===== config.mk =====
export PLATFORM = sky130hd
export DESIGN_NAME = arb_req_agent
export DESIGN_NICKNAME = d
export VERILOG_FILES = /design/src/rtl/arb_pkg.sv /design/src/rtl/sync_fifo.sv /design/src/rtl/arb_req_agent.sv
export SDC_FILE = /design/constraint.sdc
export NUM_CORES = 1
export LEC_CHECK = 0
export CORE_MARGIN = 2
export CORE_UTILIZATION = 56
export CTS_CLUSTER_DIAMETER = 40
export CTS_CLUSTER_SIZE = 40
export DETAILED_ROUTE_END_ITERATION = 8
export PLACE_DENSITY = 0.79
export SLEW_MARGIN = 30
export SYNTH_ARGS = -nofsm -noshare
export SYNTH_HDL_FRONTEND = slang
export SYNTH_HIERARCHICAL = 1
export SYNTH_SLANG_ARGS = --single-unit
export TNS_END_PERCENT = 1

===== constraint.sdc =====
create_clock -name clk -period 3.75 [get_ports clk]
set_clock_uncertainty 0.1 [all_clocks]
set_input_delay 0.9375 -clock clk [delete_from_list [all_inputs] [get_ports clk]]
set_output_delay 0.9375 -clock clk [all_outputs]
set_load 0.01 [all_outputs]

===== src/rtl/arb_pkg.sv =====
`default_nettype none
// ============================================================================
//  Module   : arb_pkg
//  Purpose  : Shared types and helpers for the round-robin arbiter system.
//             Holds the requester-agent FSM state type, the FIFO occupancy
//             width helper and the system-level arbiter port count.
//  Revision : 1.0 - initial release
// ============================================================================
package arb_pkg;

    // Number of requester ports on the system arbiter (one agent per port).
    localparam int unsigned c_arb_ports = 4;

    typedef enum logic [1:0] {
        ST_IDLE = 2'd0,
        ST_REQ  = 2'd1,
        ST_GAP  = 2'd2
    } agent_state_e;

    // Occupancy counter must represent 0..depth inclusive.
    function automatic int unsigned count_width(input int unsigned depth);
        return $clog2(depth) + 1;
    endfunction

endpackage
`default_nettype wire


===== src/rtl/sync_fifo.sv =====
`default_nettype none
// ============================================================================
//  Module   : sync_fifo
//  Purpose  : Single-clock FIFO with registered occupancy count.
//  Ports    : clk, rst        - clock, synchronous active-high reset
//             push, push_data - write request and payload (ignored if full)
//             pop, pop_data   - read request (ignored if empty), head entry
//             full, empty     - status from the registered count
//             count           - occupancy, 0..DEPTH
//  Revision : 1.0 - initial release
// ============================================================================
module sync_fifo
    import arb_pkg::*;
#(
    parameter int DATA_W = 32,
    parameter int DEPTH  = 4
) (
    input  logic                      clk,
    input  logic                      rst,
    input  logic                      push,
    input  logic [DATA_W-1:0]         push_data,
    input  logic                      pop,
    output logic [DATA_W-1:0]         pop_data,
    output logic                      full,
    output logic                      empty,
    output logic [$clog2(DEPTH):0]    count
);

    localparam int c_ptr_w = $clog2(DEPTH);
    localparam int c_cnt_w = count_width(DEPTH);
    localparam logic [c_cnt_w-1:0] c_full_cnt = c_cnt_w'(DEPTH);

    logic [DATA_W-1:0]  r_mem [DEPTH];
    logic [c_ptr_w-1:0] r_wr_ptr;
    logic [c_ptr_w-1:0] r_rd_ptr;
    logic [c_cnt_w-1:0] r_count;
    logic               w_push;
    logic               w_pop;

    assign full     = (r_count == c_full_cnt);
    assign empty    = (r_count == '0);
    assign count    = r_count;
    assign pop_data = r_mem[r_rd_ptr];

    // Guard internally so a misbehaving caller cannot corrupt the pointers.
    assign w_push = push & ~full;
    assign w_pop  = pop & ~empty;

    always_ff @(posedge clk) begin
        if (rst) begin
            r_wr_ptr <= '0;
            r_rd_ptr <= '0;
            r_count  <= '0;
        end else begin
            if (w_push) r_wr_ptr <= r_wr_ptr + 1'b1;
            if (w_pop)  r_rd_ptr <= r_rd_ptr + 1'b1;
            case ({w_push, w_pop})
                2'b10:   r_count <= r_count + 1'b1;
                2'b01:   r_count <= r_count - 1'b1;
                default: r_count <= r_count;
            endcase
        end
    end

    // Storage needs no reset: only entries between the pointers are ever read.
    always_ff @(posedge clk) begin
        if (w_push) r_mem[r_wr_ptr] <= push_data;
    end

endmodule
`default_nettype wire


===== src/rtl/arb_req_agent.sv =====
`default_nettype none
// ============================================================================
//  Module   : arb_req_agent
//  Purpose  : Requester-side agent for one port of the round-robin arbiter.
//             Buffers transactions, raises req, forwards one transaction per
//             registered grant pulse and flags starvation / spurious grants.
//  Ports    : clk, rst            - clock, synchronous active-high reset
//             in_valid/in_ready/in_data - upstream push interface
//             req, grant          - arbiter handshake for this port
//             out_valid, out_data - registered payload to shared resource
//             count               - FIFO occupancy
//             starve, drop_err    - sticky status flags
//  Revision : 1.0 - initial release
// ============================================================================
module arb_req_agent
    import arb_pkg::*;
#(
    parameter int DATA_W  = 32,
    parameter int DEPTH   = 4,
    parameter int TIMEOUT = 64
) (
    input  logic                   clk,
    input  logic                   rst,
    input  logic                   in_valid,
    output logic                   in_ready,
    input  logic [DATA_W-1:0]      in_data,
    output logic                   req,
    input  logic                   grant,
    output logic                   out_valid,
    output logic [DATA_W-1:0]      out_data,
    output logic [$clog2(DEPTH):0] count,
    output logic                   starve,
    output logic                   drop_err
);

    localparam int c_wait_w = $clog2(TIMEOUT + 1);
    localparam logic [c_wait_w-1:0] c_wait_max = c_wait_w'(TIMEOUT);

    agent_state_e        r_state;
    agent_state_e        w_state_nxt;
    logic [c_wait_w-1:0] r_wait;
    logic [c_wait_w-1:0] w_wait_inc;
    logic                w_full;
    logic                w_empty;
    logic                w_push;
    logic                w_pop;
    logic [DATA_W-1:0]   w_head;

    assign in_ready = ~w_full;
    assign w_push   = in_valid & ~w_full;
    // Pops only happen in REQ, so a same-cycle push into an empty FIFO is safe.
    assign w_pop    = (r_state == ST_REQ) & grant & ~w_empty;

    sync_fifo #(
        .DATA_W (DATA_W),
        .DEPTH  (DEPTH)
    ) u_fifo (
        .clk       (clk),
        .rst       (rst),
        .push      (w_push),
        .push_data (in_data),
        .pop       (w_pop),
        .pop_data  (w_head),
        .full      (w_full),
        .empty     (w_empty),
        .count     (count)
    );

    always_comb begin
        w_state_nxt = r_state;
        req         = 1'b0;
        case (r_state)
            ST_IDLE: begin
                if (!w_empty || w_push) w_state_nxt = ST_REQ;
            end
            ST_REQ: begin
                req = 1'b1;
                if (w_pop) w_state_nxt = ST_GAP;
            end
            ST_GAP: begin
                // count already reflects the pop taken on the way in
                w_state_nxt = w_empty ? ST_IDLE : ST_REQ;
            end
            default: w_state_nxt = ST_IDLE;
        endcase
    end

    assign w_wait_inc = (r_wait == c_wait_max) ? c_wait_max : r_wait + 1'b1;

    always_ff @(posedge clk) begin
        if (rst) begin
            r_state   <= ST_IDLE;
            r_wait    <= '0;
            starve    <= 1'b0;
            drop_err  <= 1'b0;
            out_valid <= 1'b0;
            out_data  <= '0;
        end else begin
            r_state   <= w_state_nxt;
            out_valid <= w_pop;
            if (w_pop) out_data <= w_head;

            if (r_state != ST_REQ && w_state_nxt == ST_REQ) begin
                r_wait <= '0;
            end else if (r_state == ST_REQ) begin
                r_wait <= w_wait_inc;
            end

            // Flag the edge on which the count reaches TIMEOUT inside REQ.
            if (r_state == ST_REQ && w_wait_inc == c_wait_max) starve <= 1'b1;
            if (grant && r_state != ST_REQ) drop_err <= 1'b1;
        end
    end

endmodule
`default_nettype wire


==> results.cfg, run 1 <==
[grt]
track_usage_pct = 21.3
grt_max_degree = 49
grt_pass1_wl_um = 20700
grt_pass1_vias = 3977
gr-total-overflow = 0
antenna_found_initial = 0

[setup_path]
crit_path_max_fanout = 2
reg2reg_setup_slack_ps = 1100
path_common_cell = inv_1
critPathCaptureType = flop
worstPathCellList = clkdlybuf4s50_1, nand2b_1, or2_1, inv_2, o31ai_2, inv_1, ha_1, inv_1, fa_1, xor2_1, or3_1, a21oi_1
cp_num_buf_inv = 4
slowest_stage = clkdlybuf4s50_1
crit_required_ps = 4000
cp-start-kind = input port
crit_path_max_incr_delay_ps = 470
arrival_ps = 3170
critPathKind = input port to flop
critPathTopFamily = buffers and inverters

[synth]
ys_types = 47
synth_ff_type = edfxtp_1
synth_edf_count = 128
ys_seq_area_share_pct = 71.0
synth_nets = 485
synth_seq_cells = 181
ys_warn_count = 6
postSynthCellCount = 441
yosys.area.top_type_share_pct = 55.6
synth_area_leaders = edfxtp_1, dfxtp_1, mux4_2
async_reset_ff_share_pct = 0
yosysTopAreaCell = edfxtp_1
syn-mean-instance-area_um2 = 15.7
netlist_area_um2 = 6910

[job]
maxCapViolations = 0

[pwr]
p_switching_mw = 0.908
max-vdd-ir-drop_uv = 399
p_leak_nw = 2.70
share_seq_of_total_power_pct = 52.6
power_density_nw_per_um2 = 524
p_int_mw = 3.45
combPwrFrac_pct = 8.4
clkPwrFrac_pct = 39.0
switching_share_pct = 20.8

[timing]
rsz0062_at_grt = false
setup_viol = 0
finalHoldViolations = 0
period_minus_slack_ps = 2930
tns_ps = 0
slew_headroom_pct = 41.0
clock.fmax_mhz = 342
finalMaxSlewViolations = 0
final.period_utilization_pct = 78.1
worstMarginPinSlew_ps = 886

[layout]
fin_util_pct = 69.3
nNetsFinal = 565
area_growth_pct = 20.4
final_cell_mix = edfxtp_1, clkdlybuf4s50_1, nand2_1
antennaDiodeCount = 0
drive_above_1_share_pct = 15.0
final_common_cell = edfxtp_1
nFillCells = 790

[clock_network]
clkLatencyLatePin_ps = 420
post_cts_buffers = 0
cts_resized = 0
clk_pin_slew_worst_paths_ps = 60
postCtsHoldBufs = 0
cts_buffers = 17
htree_levels = 4
cts_buffer_depth = 2
cts_sinks = 181
clock-root-buffer = clkbuf_16
cts_tree = yes

[route]
route.antenna.remaining_nets = 0
wl_um = 12900
drc = 0
wl_per_cell_um = 19.0
routed.top_layer = met4
wl_met1_um = 5450
via_per_inst = 5.69
vias = 3867
dr.pass1.iters = 5
drtIter0Drc = 334
route.met3.wl_um = 745
wl_met2_um = 6530

[floorplanning]
start_util_pct = 57.5
fp.dieW_um = 115
placeableCoreArea_um2 = 12000
die_y_um = 115
num_rows = 40
dieArea_um2 = 13200
boundaryPins = 76

[status]
status = finished, final reports clean

[worst_hold_path]
hp-class = flop to flop

[place]
gp_congestion = 0.769
dp.final_hpwl_um = 7170
placement.io_buffers = 75
cell usage after synthesis, drive strengths merged (2+ instances only):
cell    count
nor3        2
nor2       14
mux4       32
ha          7
edfxtp    128
dfxtp      53
o21ai       4
nand2      73
nand2b      6
inv        16
nand4       2
or3         6
and3        2
xnor2       4
xor2        4
nor4        2
a21oi      43
and2        4
buf        13
or2         3
nand3b      2
clkbuf      8
cells by family after synthesis:
logic type / synth area share [%]
xor+xnor: 1.01
flops: 71.0
buf+inv: 3.33
mux: 10.7
compound gates: 4.29
simple gates: 8.13
fa+ha+maj: 1.56
area by class of cell:
| class | count | area (µm²) | share of cell area (%) |
|---|---|---|---|
| Clock buffer | 26 | 489 | 5.88 |
| Timing Repair Buffer | 82 | 826 | 9.92 |
| Multi-Input combinational cell | 223 | 1780 | 21.4 |
| Inverter | 16 | 60.1 | 0.722 |
| Tap cell | 147 | 184 | 2.21 |
| Sequential cell | 181 | 4910 | 59.0 |
| Clock inverter | 5 | 76.3 | 0.917 |
metrics by stage:
stage               setup slack, ps  hold slack, ps  cells  total power [mW]  cell area, µm²
global placement                473             344    649              2.68            7750
CTS                             861             355    680              4.39            8320
detailed placement              426             345    649              2.70            7750
global route                    716             373    680              4.51            8320
finish                          823             353    680              4.36            8320
floorplan                       734             359    441              2.54            6910
worst reg2reg max path, stage by stage (launching register included):
cell      delay (ps)
dfxtp_1          480
nor3_2           130
nand2b_1         180
or2_1            240
inv_2             70
o31ai_2           70
inv_1             80
ha_1             170
inv_1             70
fa_1             380
xor2_1           160
or3_1            310
a21oi_1          140
sequential cells by signal, indices dropped and copies added, names as in the netlist, 2 cells and up, named ones only:
signal and cells:
r_wait 7, u_fifo/r_wr_ptr 2, u_fifo/count 3, u_fifo/r_rd_ptr 2, out_data 32, u_fifo/r_mem 128, r_state 2
power groups by stage:
stage	Sequential [mW]	Combinational, mW	Clock, mW
floorplan	2.33	0.205	0
finish	2.29	0.365	1.70
CTS	2.29	0.370	1.72
global placement	2.33	0.354	0
global route	2.30	0.400	1.81
detailed placement	2.33	0.364	0
path summary, 6_finish.rpt:
path | from | depth (start not counted) | endpoint
max | grant | 12 | u_fifo/count[2]$_SDFFE_PP0P_
min | out_data[1]$_SDFFE_PP0P_ | 2 | out_data[1]$_SDFFE_PP0P_
max reg2reg | u_fifo/count[1]$_SDFFE_PP0P_ | 12 | u_fifo/count[2]$_SDFFE_PP0P_
min reg2reg | out_data[1]$_SDFFE_PP0P_ | 2 | out_data[1]$_SDFFE_PP0P_
layer usage:
| metal | vias to the layer above | GRT usage (%) |
|---|---|---|
| li1 | 1792 | - |
| met1 | 1927 | 26.5 |
| met2 | 132 | 35.8 |
| met3 | 16 | 6.43 |
| met4 | 0 | 7.71 |
| met5 | - | 0 |
Note: power is estimated with default switching activity, not from simulation.
==> inputs of run 2 (changes only) <==
clock period = 2.8 ns   (was 3.75 ns; I/O delays follow)
==> run 2 against run 1 <==
  * First-iteration DRC count shrank 20%
  * Worst hold slack gained 3.0 ps
  * Critical path type unchanged
  * Cell count grew 1.5%
==> results.cfg, run 2 (synthesis results as in run 1) <==
[status]
status = finished, final reports clean

[route]
vias = 3954
drc = 0
route.antenna.remaining_nets = 0
drtIter0Drc = 266
dr.pass1.iters = 5
via_per_inst = 5.73
wl_per_cell_um = 18.7
wl_um = 12900

[setup_path]
slowest_stage = clkdlybuf4s50_1
crit_path_max_incr_delay_ps = 480
critPathCaptureType = flop
path_common_cell = inv_1
worstPathCellList = clkdlybuf4s50_1, nand2b_1, or2_1, inv_2, o31ai_2, inv_1, ha_1, inv_1, fa_1, xor2_1, or3_1, a21oi_1
crit_path_max_fanout = 2
arrival_ps = 2920
ff2ff_path_depth = 12
cp-start-kind = input port
critPathKind = input port to flop
crit_required_ps = 3050

[grt]
gr-total-overflow = 0
track_usage_pct = 21.1
antenna_found_initial = 0
grt_pass1_wl_um = 20400
grt_max_degree = 48
grt_pass1_vias = 4131

[clock_network]
cts_buffers = 17
cts_buffer_depth = 2
htree_levels = 4
cts_sinks = 181
clock-root-buffer = clkbuf_16
cts_resized = 0
clk_pin_slew_worst_paths_ps = 60
post_cts_buffers = 0
cts_tree = yes
clkLatencyLatePin_ps = 420
postCtsHoldBufs = 0

[timing]
setup_viol = 0
finalMaxSlewViolations = 0
worstMarginPinSlew_ps = 886
final.period_utilization_pct = 95.4
slew_headroom_pct = 40.9
tns_ps = 0
rsz0062_at_grt = false
finalHoldViolations = 0
period_minus_slack_ps = 2670
clock.fmax_mhz = 374

[floorplanning]
dieArea_um2 = 13200
num_rows = 40
start_util_pct = 57.5
die_y_um = 115
boundaryPins = 76
fp.dieW_um = 115
placeableCoreArea_um2 = 12000

[layout]
drive_above_1_share_pct = 17.1
fin_cells = 690
area_growth_pct = 21.6
top_register = u_fifo/r_mem
multi_input_area_um2 = 1780
final_common_cell = edfxtp_1
antennaDiodeCount = 0
final-seq-area_um2 = 4910
largest_register_ffs = 128
nNetsFinal = 575
final_cell_mix = edfxtp_1, clkdlybuf4s50_1, nand2_1
reg_top3 = u_fifo/r_mem x128, out_data x32, r_wait x7
nFillCells = 772

[pwr]
power_density_nw_per_um2 = 687
max-vdd-ir-drop_uv = 547
p_leak_nw = 2.74

[worst_hold_path]
hold_depth = 2
hp-class = flop to flop

[job]
maxCapViolations = 0

[place]
placed_cells = 659
placement.io_buffers = 75
gp_congestion = 0.747
dp.final_hpwl_um = 7850
## run 2: power by group
part           internal, mW  switching [mW]  total (mW)
Sequential             3.01          0.0620        3.07
Combinational         0.256           0.262       0.518
Clock                  1.24           0.945        2.19
Total                  4.51            1.27        5.78
## run 2: path summary, 6_finish.rpt
check | startpoint | slack [ps] | end
max | grant | 130 | u_fifo/count[2]$_SDFFE_PP0P_
min | out_data[26]$_SDFFE_PP0P_ | 360 | out_data[26]$_SDFFE_PP0P_
max reg2reg | u_fifo/count[0]$_SDFFE_PP0P_ | 210 | u_fifo/count[2]$_SDFFE_PP0P_
min reg2reg | out_data[26]$_SDFFE_PP0P_ | 360 | out_data[26]$_SDFFE_PP0P_
## run 2: critical path, delay by kind of cell
family	cells	cell delay, ps
fa+ha+maj	2	530
xor+xnor	1	150
buf+inv	4	690
compound gates	2	230
simple gates	3	620
## run 2: per-stage QoR
| step | cell area, µm² | setup WS [ps] | utilization (%) | hold WS, ps | total power, mW |
|---|---|---|---|---|---|
| after global placement | 7850 | -189 | 65.4 | 345 | 3.62 |
| final | 8400 | 127 | 69.9 | 356 | 5.78 |
| after floorplan | 6910 | 21.1 | - | 359 | 3.40 |
| after global routing | 8400 | 53.9 | 69.9 | 370 | 5.99 |
| after CTS | 8400 | 149 | 69.9 | 356 | 5.83 |
| after detailed placement | 7850 | -259 | 65.4 | 347 | 3.64 |
## run 2: layout make-up
| class | instances | area share, % |
|---|---|---|
| Sequential cell | 181 | 58.4 |
| Tap cell | 147 | 2.19 |
| Clock buffer | 19 | 5.27 |
| Multi-Input combinational cell | 223 | 21.2 |
| Inverter | 16 | 0.715 |
| Clock inverter | 12 | 1.24 |
| Timing Repair Buffer | 92 | 11.0 |
## run 2: layer usage
metal	up-vias	GRT usage (%)	routed length, µm
li1	1812	-	-
met1	1994	25.0	5320
met2	131	36.4	6650
met3	17	6.11	701
met4	0	8.84	228
met5	-	0	0
